[src/rtl/inst_mem_loader.sv]
// -----------------------------------------------------------------------------
// inst_mem_loader
//
// Boot loader that sits in front of the instruction memory. It receives a
// framed byte stream, assembles little-endian 32-bit words, writes them
// through the memory write port and holds the core in reset until a
// length-checked, checksum-verified image is in place.
//
// Frame layout:
//   LEN_LO, LEN_HI     16-bit word count N, little-endian
//   4*N payload bytes  word k, byte 0 first (bits [7:0])
//   1 checksum byte    XOR of all payload bytes (0x00 when N == 0)
//
// Handshake: a byte transfers on a rising edge where byte_valid and byte_ready
// are both high. byte_ready depends only on the current state and never on
// byte_valid. The sender may hold byte_valid low for any number of cycles;
// the loader then keeps its state and counters unchanged.
//
// Ports:
//   clk           system clock, rising edge
//   reset_n       asynchronous active-low reset
//   load_start    one-cycle pulse; starts a load from IDLE, DONE or ERROR
//   byte_valid    byte_data is valid
//   byte_data     stream byte
//   byte_ready    loader accepts a byte this cycle
//   inst_wr_en    one-cycle write strobe (all byte lanes)
//   inst_wr_addr  word address of the write
//   inst_wr_data  word to write
//   core_reset_n  active-low reset to the core / PC
//   busy          high from LEN_LO through CHECK
//   done          high in DONE
//   error         high in ERROR
//   state_dbg     current FSM state encoding
// -----------------------------------------------------------------------------
module inst_mem_loader #(
    parameter int INST_MEM_DEPTH = 2048,
    parameter int ADDR_WIDTH     = 9,
    parameter bit BOOT_HOLD      = 1'b1
) (
    input  logic                  clk,
    input  logic                  reset_n,
    input  logic                  load_start,
    input  logic                  byte_valid,
    input  logic [7:0]            byte_data,
    output logic                  byte_ready,
    output logic                  inst_wr_en,
    output logic [ADDR_WIDTH-1:0] inst_wr_addr,
    output logic [31:0]           inst_wr_data,
    output logic                  core_reset_n,
    output logic                  busy,
    output logic                  done,
    output logic                  error,
    output logic [2:0]            state_dbg
);

    typedef enum logic [2:0] {
        S_IDLE   = 3'd0,
        S_LEN_LO = 3'd1,
        S_LEN_HI = 3'd2,
        S_DATA   = 3'd3,
        S_CHECK  = 3'd4,
        S_DONE   = 3'd5,
        S_ERROR  = 3'd6
    } state_t;

    // Capacity in words, one bit wider than the length field so N up to
    // 65535 compares correctly against it.
    localparam logic [16:0] CAPACITY = 17'(INST_MEM_DEPTH / 4);

    state_t      state;
    state_t      state_next;

    logic        xfer;
    logic        start;
    logic [7:0]  len_lo;
    logic [15:0] len_full;
    logic [15:0] word_count;
    logic [15:0] word_idx;
    logic [1:0]  lane;
    logic [23:0] word_buf;
    logic [7:0]  checksum;
    logic        last_byte;

    assign xfer      = byte_valid & byte_ready;
    // load_start only matters in the resting states; while loading it is ignored.
    assign start     = load_start &
                       ((state == S_IDLE) || (state == S_DONE) || (state == S_ERROR));
    assign len_full  = {byte_data, len_lo};
    // Fourth byte of the final word of the image.
    assign last_byte = (lane == 2'd3) && (word_idx == word_count - 16'd1);
    assign state_dbg = state;

    // -------------------------------------------------------------------------
    // State register
    // -------------------------------------------------------------------------
    always_ff @(posedge clk or negedge reset_n) begin
        if (!reset_n) begin
            state <= S_IDLE;
        end else begin
            state <= state_next;
        end
    end

    // -------------------------------------------------------------------------
    // Next-state and state-decoded outputs
    // -------------------------------------------------------------------------
    always_comb begin
        state_next = state;
        byte_ready = 1'b0;
        busy       = 1'b0;
        done       = 1'b0;
        error      = 1'b0;
        case (state)
            S_IDLE: begin
                if (load_start) state_next = S_LEN_LO;
            end
            S_LEN_LO: begin
                byte_ready = 1'b1;
                busy       = 1'b1;
                if (xfer) state_next = S_LEN_HI;
            end
            S_LEN_HI: begin
                byte_ready = 1'b1;
                busy       = 1'b1;
                if (xfer) begin
                    if (len_full == 16'd0)                 state_next = S_CHECK;
                    else if ({1'b0, len_full} > CAPACITY)  state_next = S_ERROR;
                    else                                   state_next = S_DATA;
                end
            end
            S_DATA: begin
                byte_ready = 1'b1;
                busy       = 1'b1;
                if (xfer && last_byte) state_next = S_CHECK;
            end
            S_CHECK: begin
                byte_ready = 1'b1;
                busy       = 1'b1;
                if (xfer) begin
                    state_next = (byte_data == checksum) ? S_DONE : S_ERROR;
                end
            end
            S_DONE: begin
                done = 1'b1;
                if (load_start) state_next = S_LEN_LO;
            end
            S_ERROR: begin
                error = 1'b1;
                if (load_start) state_next = S_LEN_LO;
            end
            default: state_next = S_IDLE;
        endcase
    end

    // -------------------------------------------------------------------------
    // Datapath: length capture, word assembly, checksum, write port
    // -------------------------------------------------------------------------
    always_ff @(posedge clk or negedge reset_n) begin
        if (!reset_n) begin
            len_lo       <= '0;
            word_count   <= '0;
            word_idx     <= '0;
            lane         <= '0;
            word_buf     <= '0;
            checksum     <= '0;
            inst_wr_en   <= 1'b0;
            inst_wr_addr <= '0;
            inst_wr_data <= '0;
        end else begin
            inst_wr_en <= 1'b0;
            if (start) begin
                len_lo     <= '0;
                word_count <= '0;
                word_idx   <= '0;
                lane       <= '0;
                word_buf   <= '0;
                checksum   <= '0;
            end else if (xfer) begin
                case (state)
                    S_LEN_LO: len_lo     <= byte_data;
                    S_LEN_HI: word_count <= len_full;
                    S_DATA: begin
                        checksum <= checksum ^ byte_data;
                        lane     <= lane + 2'd1;
                        case (lane)
                            2'd0: word_buf[7:0]   <= byte_data;
                            2'd1: word_buf[15:8]  <= byte_data;
                            2'd2: word_buf[23:16] <= byte_data;
                            default: begin
                                // Write registers are separate from word_buf, so
                                // the next word can start assembling during the
                                // write cycle without disturbing it.
                                inst_wr_en   <= 1'b1;
                                inst_wr_addr <= word_idx[ADDR_WIDTH-1:0];
                                inst_wr_data <= {byte_data, word_buf};
                                word_idx     <= word_idx + 16'd1;
                            end
                        endcase
                    end
                    default: ;
                endcase
            end
        end
    end

    // -------------------------------------------------------------------------
    // Core reset: dropped by any accepted load_start, released on entry to
    // DONE, and (without boot hold) released while idle.
    // -------------------------------------------------------------------------
    always_ff @(posedge clk or negedge reset_n) begin
        if (!reset_n) begin
            core_reset_n <= 1'b0;
        end else if (start) begin
            core_reset_n <= 1'b0;
        end else if (state_next == S_DONE) begin
            core_reset_n <= 1'b1;
        end else if ((state == S_IDLE) && !BOOT_HOLD) begin
            core_reset_n <= 1'b1;
        end
    end

endmodule

[config.mk]
export PLATFORM = sky130hd
export DESIGN_NAME = inst_mem_loader
export DESIGN_NICKNAME = d
export VERILOG_FILES = /design/src/rtl/inst_mem_loader.sv
export SDC_FILE = /design/constraint.sdc
export NUM_CORES = 1
export LEC_CHECK = 0
export CAP_MARGIN = 0
export CORE_AREA = 2 2 132 96
export DETAILED_ROUTE_END_ITERATION = 6
export DIE_AREA = 0 0 134 98
export PLACE_DENSITY_LB_ADDON = 0.15
export SETUP_SLACK_MARGIN = 0.15
export SLEW_MARGIN = 20
export SYNTH_ARGS = -nofsm -noshare
export SYNTH_HDL_FRONTEND = slang
export SYNTH_SLANG_ARGS = --single-unit
[constraint.sdc]
create_clock -name clk -period 2.3 [get_ports clk]
set_clock_uncertainty 0.05 [all_clocks]
set_input_delay 0.46 -clock clk [delete_from_list [all_inputs] [get_ports clk]]
set_output_delay 0.46 -clock clk [all_outputs]
set_load 0.05 [all_outputs]
==> results.sh, run 1 <==
export IMPL_outcome="complete, no violations"
export IMPL_cts_tree="built"
export IMPL_cts_buffers=17
export IMPL_wl_microns=16200
export IMPL_area_delta_synth_final_pct=32.2
export IMPL_syn_num_nets=700
export IMPL_gp_congestion=0.998
export IMPL_startpoint_type="register"
export IMPL_io_pins=62
export IMPL_nets=795
export IMPL_top_layer="met4"
export IMPL_clkTransAtPathRegs_ps=60
export IMPL_hold_end="inst_wr_data[9]"
export IMPL_required_ps=1790
export IMPL_ant_nets=0
export IMPL_wl_met2_microns=7470
export IMPL_die_area_sq_um=13100
export IMPL_syn_area_per_cell_sq_um=8.68
export IMPL_crit_path_cell_trace="buf_4, o21ai_1, and2_4, buf_12"
export IMPL_grt_max_degree=60
export IMPL_rsz0062_at_grt="true"
export IMPL_die_h_microns=98
export IMPL_async_reset_ff_share_pct=100
export IMPL_crit_fanout=9
export IMPL_port_buffers=61
export IMPL_r2r_setup_slack_ps=110
export IMPL_grt_overflow=0
export IMPL_synthesis_area_sq_um=5910
export IMPL_worst_pin_slew_ps=527
export IMPL_post_synth_top_area_cell="dfrtp_1"
export IMPL_ir_drop_v=0.000730
export IMPL_die_x_microns=134
export IMPL_wire_per_inst_microns=17.0
export IMPL_critPathKind="reg -> out"
export IMPL_synthMuxAreaShare_pct=0.339
export IMPL_wl_met1_microns=7190
export IMPL_ys_seq_elements=120
export IMPL_hpwl_microns=11100
export IMPL_yosysTopAreaCellShare_pct=50.8
export IMPL_hold_depth=2
export IMPL_ctsHtreeMaxLevel=4
export IMPL_first_pass_iters=5
export IMPL_antenna_found_initial=0
export IMPL_cap_violations=0
export IMPL_period_needed_ps=2210
export IMPL_reg2reg_to="state_dbg[1]"
export IMPL_yosysSeqAreaShare_pct=50.8
export IMPL_place_inst=906
export IMPL_relSlewSlack_pct=64.8
export IMPL_cp_arrival_ps=1700
export IMPL_grt_pass1_wl_microns=26300
export IMPL_num_vias=5274
export IMPL_cts_sinks=120
export IMPL_diodes=0
export IMPL_drc_errors=0
export IMPL_cp_slowest_cell="dfrtp_1"
export IMPL_detail_route_iter0_violations=379
export IMPL_synth_compound_area_share_pct=10.8
export IMPL_timing_final_crit_share_pct=96.0
export IMPL_synth_area_top_cells="dfrtp_1 (51%), nand2_1 (13%), a21oi_1 (5.1%), xor2_1 (3.7%), nand3_1 (2.9%)"
export IMPL_netlist_instances=681
export IMPL_coreArea_sq_um=12000
export IMPL_synth_flop_cell="dfrtp_1"
export IMPL_wl_met3_microns=1300
export IMPL_cts_root_buffer="clkbuf_16"
export IMPL_vias_per_cell=5.55
export IMPL_grt_util_all_layers_pct=25.7
export IMPL_synth_adder_area_share_pct=1.65
export IMPL_p_per_area_nw_per_um2=1250
export IMPL_hp_start="word_buf[9]"
export IMPL_max_freq_ghz=0.453
export IMPL_critPathMaxStageDelay_ps=490
export IMPL_end_kind="output pin"
export IMPL_synth_edff_count=0
export IMPL_insertion_delay_ps=410
export IMPL_synth_xor_area_share_pct=5.93
export IMPL_p_leak_nw=3.66
export IMPL_synth_top_family_by_area="simple AND/OR/NAND/NOR gates"
export IMPL_ys_types=58
export IMPL_grt_pass1_vias=5118
export IMPL_final_max_slew_viol_count=0
export IMPL_finalHoldViolCount=0
export IMPL_synthSimpleGateAreaFrac_pct=26.4
export IMPL_start_util_pct=49.5
export IMPL_holdCritPathClass="reg -> reg"
export IMPL_r2r_start="word_count[12]"
export IMPL_rows=34
export IMPL_finalCoreUtilization_pct=65.4
export IMPL_yosysWarningCount=0
export IMPL_clk_path_buf_depth=2
export IMPL_r2r_cells=6
export IMPL_finalSetupTns_ps=0
export IMPL_drive_gt1_share_pct=16.9
export IMPL_finalSetupViolCount=0
export IMPL_fin_cells=950
-- critical path: cells and delay by family, from the launching register on --
family                 cells  cell delay (ps)
DFF                        1              490
AOI/OAI and AO/OA          1              200
buffers and inverters      2              370
and+or+nand+nor            1              230
-- cells by family after synthesis --
kind of cell	after synthesis
AND/OR/NAND/NOR	341
flip-flops	120
AO/OA/AOI/OAI	110
buffers and inverters	60
XOR/XNOR	40
adder cells (fa/ha/maj)	8
multiplexers	2
-- state kept, by name, summed over array words and instances, names as in the netlist --
| signal | count |
|---|---|
| checksum | 8 |
| inst_wr_en | 1 |
| state_dbg | 3 |
| lane | 2 |
| word_count | 16 |
| word_buf | 24 |
| inst_wr_addr | 9 |
| inst_wr_data | 32 |
| core_reset_n | 1 |
| len_lo | 8 |
| word_idx | 16 |
-- routing by layer --
layer | vias up | track usage (%)
li1 | 2468 | -
met1 | 2549 | 36.5
met2 | 239 | 39.8
met3 | 18 | 5.45
met4 | 0 | 7.86
met5 | - | 0
-- repair_timing --
action,in CTS,in global routing
endpoints found under the setup margin,5,15
cloned,0,0
endpoints found under the hold margin,3,0
hold buffers,1,0
setup buffers,8,4
resized for setup,14,18
pin swaps,5,14
-- placed cells by master, fill, tap and decap left out, types with 5 or more instances in the layout --
cell type / Yosys / final
xnor2_1: 15 / 15
buf_12: 0 / 6
o21ai_1: 0 / 5
a21oi_1: 60 / 57
nand2_1: 212 / 212
dfrtp_1: 120 / 116
buf_4: 1 / 57
xor2_1: 25 / 25
clkdlybuf4s50_1: 0 / 52
nor4_1: 8 / 5
nor3_1: 7 / 5
o21ai_0: 19 / 13
a31oi_1: 8 / 7
nor2b_1: 5 / 5
nand3_1: 34 / 33
inv_1: 17 / 16
clkbuf_16: 0 / 17
or3_1: 7 / 5
nor2_1: 32 / 32
ha_1: 7 / 6
-- cell type report --
cell class	instances	area [sq um]
clock buffers	19	443
clock inverters	12	175
multi-input cells	501	2810
flip-flops and latches	120	3010
fillers	952	4140
well taps	162	203
inverters	17	63.8
repair buffers	119	1110
-- report_power, final --
group / switching, mW / total, mW / internal (mW)
registers: 0.366 / 2.82 / 2.46
clock network: 0.951 / 2.78 / 1.83
logic: 2.35 / 4.16 / 1.81
-- per-stage QoR --
| stage | power (mW) | hold WS (ps) | instance area [sq um] | setup slack, ps |
|---|---|---|---|---|
| detailed placement | 6.41 | 405 | 6960 | -78.8 |
| finish | 9.77 | 411 | 7820 | 92.6 |
| global route | 10.2 | 433 | 7820 | 25.9 |
| CTS | 9.47 | 417 | 7700 | 68.4 |
| global placement | 6.29 | 404 | 6960 | 33.7 |
| floorplan | 5.10 | 114 | 5930 | 129 |
-- cells in the mapped netlist, types with 2 or more instances --
library cell	count
a21o_1	3
a21oi_1	60
a31oi_1	8
a41o_1	2
and2_1	3
and3_1	4
buf_2	2
clkbuf_1	38
dfrtp_1	120
ha_1	7
inv_1	17
mux2i_1	2
nand2_1	212
nand2b_1	3
nand3_1	34
nand3b_1	2
nand4_1	2
nand4b_1	3
nor2_1	32
nor2b_1	5
nor3_1	7
nor3b_1	4
nor4_1	8
nor4_2	2
nor4b_1	2
o21ai_0	19
o22ai_1	2
o31ai_1	3
or3_1	7
or3b_2	2
xnor2_1	15
xor2_1	25
-- worst max path at each step --
stage | slack [ps] | depth (start not counted) | from | endpoint
global placement | 30 | 8 | byte_valid | word_idx[12]
detailed placement | -80 | 8 | byte_valid | word_idx[12]
floorplan | 130 | 2 | state_dbg[0] | done
finish | 90 | 4 | state_dbg[1] | byte_ready
global route | 30 | 10 | word_count[1] | state_dbg[1]
CTS | 70 | 8 | word_count[1] | state_dbg[1]
(Power assumes the default switching activity.)
==> run 2: changes to the inputs <==
--- a/config.mk
+++ b/config.mk
@@ -6,9 +6,11 @@
 export NUM_CORES = 1
 export LEC_CHECK = 0
 export CAP_MARGIN = 0
-export CORE_AREA = 2 2 132 96
+export CORE_AREA = 2 2 139 100
+export CTS_CLUSTER_SIZE = 25
 export DETAILED_ROUTE_END_ITERATION = 6
-export DIE_AREA = 0 0 134 98
+export DIE_AREA = 0 0 141 102
+export HOLD_SLACK_MARGIN = 0.02
 export PLACE_DENSITY_LB_ADDON = 0.15
 export SETUP_SLACK_MARGIN = 0.15
 export SLEW_MARGIN = 20
==> run 2 against run 1 <==
Fmax down 2.1%. Routed wire length grew 2.5%. Cell count grew 1.7%. Total power shrank 2.1%. Combinational power is 2% higher. Design area rose by 0.26%. Register-to-register slack worse by 60 ps. Worst setup slack lost 47 ps. Critical endpoint is now state_dbg[1].
==> results.sh, run 2 (synthesis gave the netlist of run 1 again) <==
export IMPL_outcome="complete, no violations"
export IMPL_max_freq_ghz=0.444
export IMPL_total_power_mw=9.56
export IMPL_layout_common_cells="nand2_1 (212), dfrtp_1 (114), buf_4 (67), a21oi_1 (57), clkdlybuf4s50_1 (52)"
export IMPL_finalSetupViolCount=0
export IMPL_num_vias=5241
export IMPL_largest_reg_flops=32
export IMPL_worst_pin_slew_ps=521
export IMPL_layout_commonest_cell="nand2_1"
export IMPL_start_util_pct=45.5
export IMPL_end_kind="register"
export IMPL_diodes=0
export IMPL_drive_gt1_share_pct=17.9
export IMPL_rsz0062_at_grt="true"
export IMPL_rows=35
export IMPL_finalHoldViolCount=0
export IMPL_cts_root_buffer="clkbuf_16"
export IMPL_period_needed_ps=2250
export IMPL_vias_per_cell=5.43
export IMPL_critPathKind="reg -> reg"
export IMPL_relSlewSlack_pct=65.2
export IMPL_required_ps=2540
export IMPL_grt_util_all_layers_pct=23.9
export IMPL_detail_route_iter0_violations=380
export IMPL_startpoint_type="register"
export IMPL_p_per_area_nw_per_um2=1220
export IMPL_die_x_microns=141
export IMPL_crit_fanout=3
export IMPL_hpwl_microns=11300
export IMPL_clkTransAtPathRegs_ps=60
export IMPL_port_buffers=61
export IMPL_cts_sinks=120
export IMPL_wl_microns=16600
export IMPL_timing_final_crit_share_pct=98.0
export IMPL_first_pass_iters=5
export IMPL_final_max_slew_viol_count=0
export IMPL_grt_pass1_wl_microns=26500
export IMPL_wire_per_inst_microns=17.2
export IMPL_coreArea_sq_um=13000
export IMPL_clk_path_buf_depth=2
export IMPL_area_delta_synth_final_pct=32.6
export IMPL_p_leak_nw=3.69
export IMPL_top_regs="inst_wr_data x32, word_buf x24"
export IMPL_cts_buffers=17
export IMPL_nets=806
export IMPL_drc_errors=0
export IMPL_grt_max_degree=60
export IMPL_ant_nets=0
export IMPL_gp_congestion=0.940
export IMPL_cts_tree="built"
export IMPL_ctsHtreeMaxLevel=4
export IMPL_finalSetupTns_ps=0
export IMPL_cap_violations=0
export IMPL_antenna_found_initial=0
export IMPL_regMostFlops="inst_wr_data"
export IMPL_holdCritPathClass="reg -> reg"
export IMPL_grt_overflow=0
export IMPL_die_area_sq_um=14400
export IMPL_insertion_delay_ps=410
export IMPL_grt_pass1_vias=4890
export IMPL_cp_arrival_ps=2490
export IMPL_die_h_microns=102
export IMPL_io_pins=62
export IMPL_ir_drop_v=0.000658
## run 2: cell count changes in the layout (fill, tap and decap cells not counted), moves of 3 or more
cell	delta
inv_6	+3
o21ai_0	+3
bufinv_16	-4
clkinv_4	+3
buf_4	+10
## run 2: where the power goes
group / internal (mW) / total, mW / leakage, nW / switching, mW
logic: 1.92 / 4.25 / 1.78 / 2.33
registers: 2.46 / 2.83 / 1.64 / 0.372
clock network: 1.43 / 2.48 / 0.262 / 1.05
## run 2: metal layers
layer | GRT usage [%] | wire, microns | up-vias
met5 | 0 | 0 | -
met4 | 6.77 | 233 | 0
met3 | 4.69 | 860 | 22
met2 | 36.4 | 7340 | 174
met1 | 35.2 | 8150 | 2552
li1 | - | - | 2493
## run 2: stage by stage
step | utilization, % | setup slack [ps] | instances | cell area [sq um] | hold WS, ps
final | 60.3 | 46.0 | 966 | 7840 | 416
after global routing | 60.3 | -96.3 | 966 | 7840 | 438
after CTS | 58.6 | 52.5 | 952 | 7630 | 416
after detailed placement | 54.1 | -77.0 | 918 | 7030 | 404
after global placement | 54.1 | 4.48 | 918 | 7030 | 402
after floorplan | - | 129 | 681 | 5930 | 114
## run 2: path summary, 6_finish.rpt
kind | start | endpoint | slack, ps | depth (start not counted)
max | word_count[1] | state_dbg[1] | 50 | 8
min | word_buf[13] | inst_wr_data[13] | 420 | 2
max reg2reg | word_count[1] | state_dbg[1] | 50 | 8
min reg2reg | word_buf[13] | inst_wr_data[13] | 420 | 2
max in group asynchronous | reset_n | word_count[4] | 1010 | 3
min in group asynchronous | reset_n | word_count[10] | 520 | 2
## run 2: layout make-up
cell class,count,area (sq um)
Tap cell,166,208
Clock inverter,14,116
Sequential cell,120,3010
Timing Repair Buffer,130,1200
Fill cell,1095,5170
Multi-Input combinational cell,501,2800
Clock buffer,18,439
Inverter,17,63.8
## run 2: worst max-delay path, cell delays in order, from the launching register on
cell	delay, ps
dfrtp_1	390
inv_2	80
ha_4	130
or3b_4	370
or3_1	390
a21oi_2	170
o221ai_2	130
nor4_4	310
o21ai_1	110
## run 2: what timing repair did
item	in CTS	in global routing
resized for setup	7	23
setup endpoints to repair	6	18
hold endpoints to repair	35	0
pin swaps	3	16
hold buffers	1	0
buffers inserted	1	14
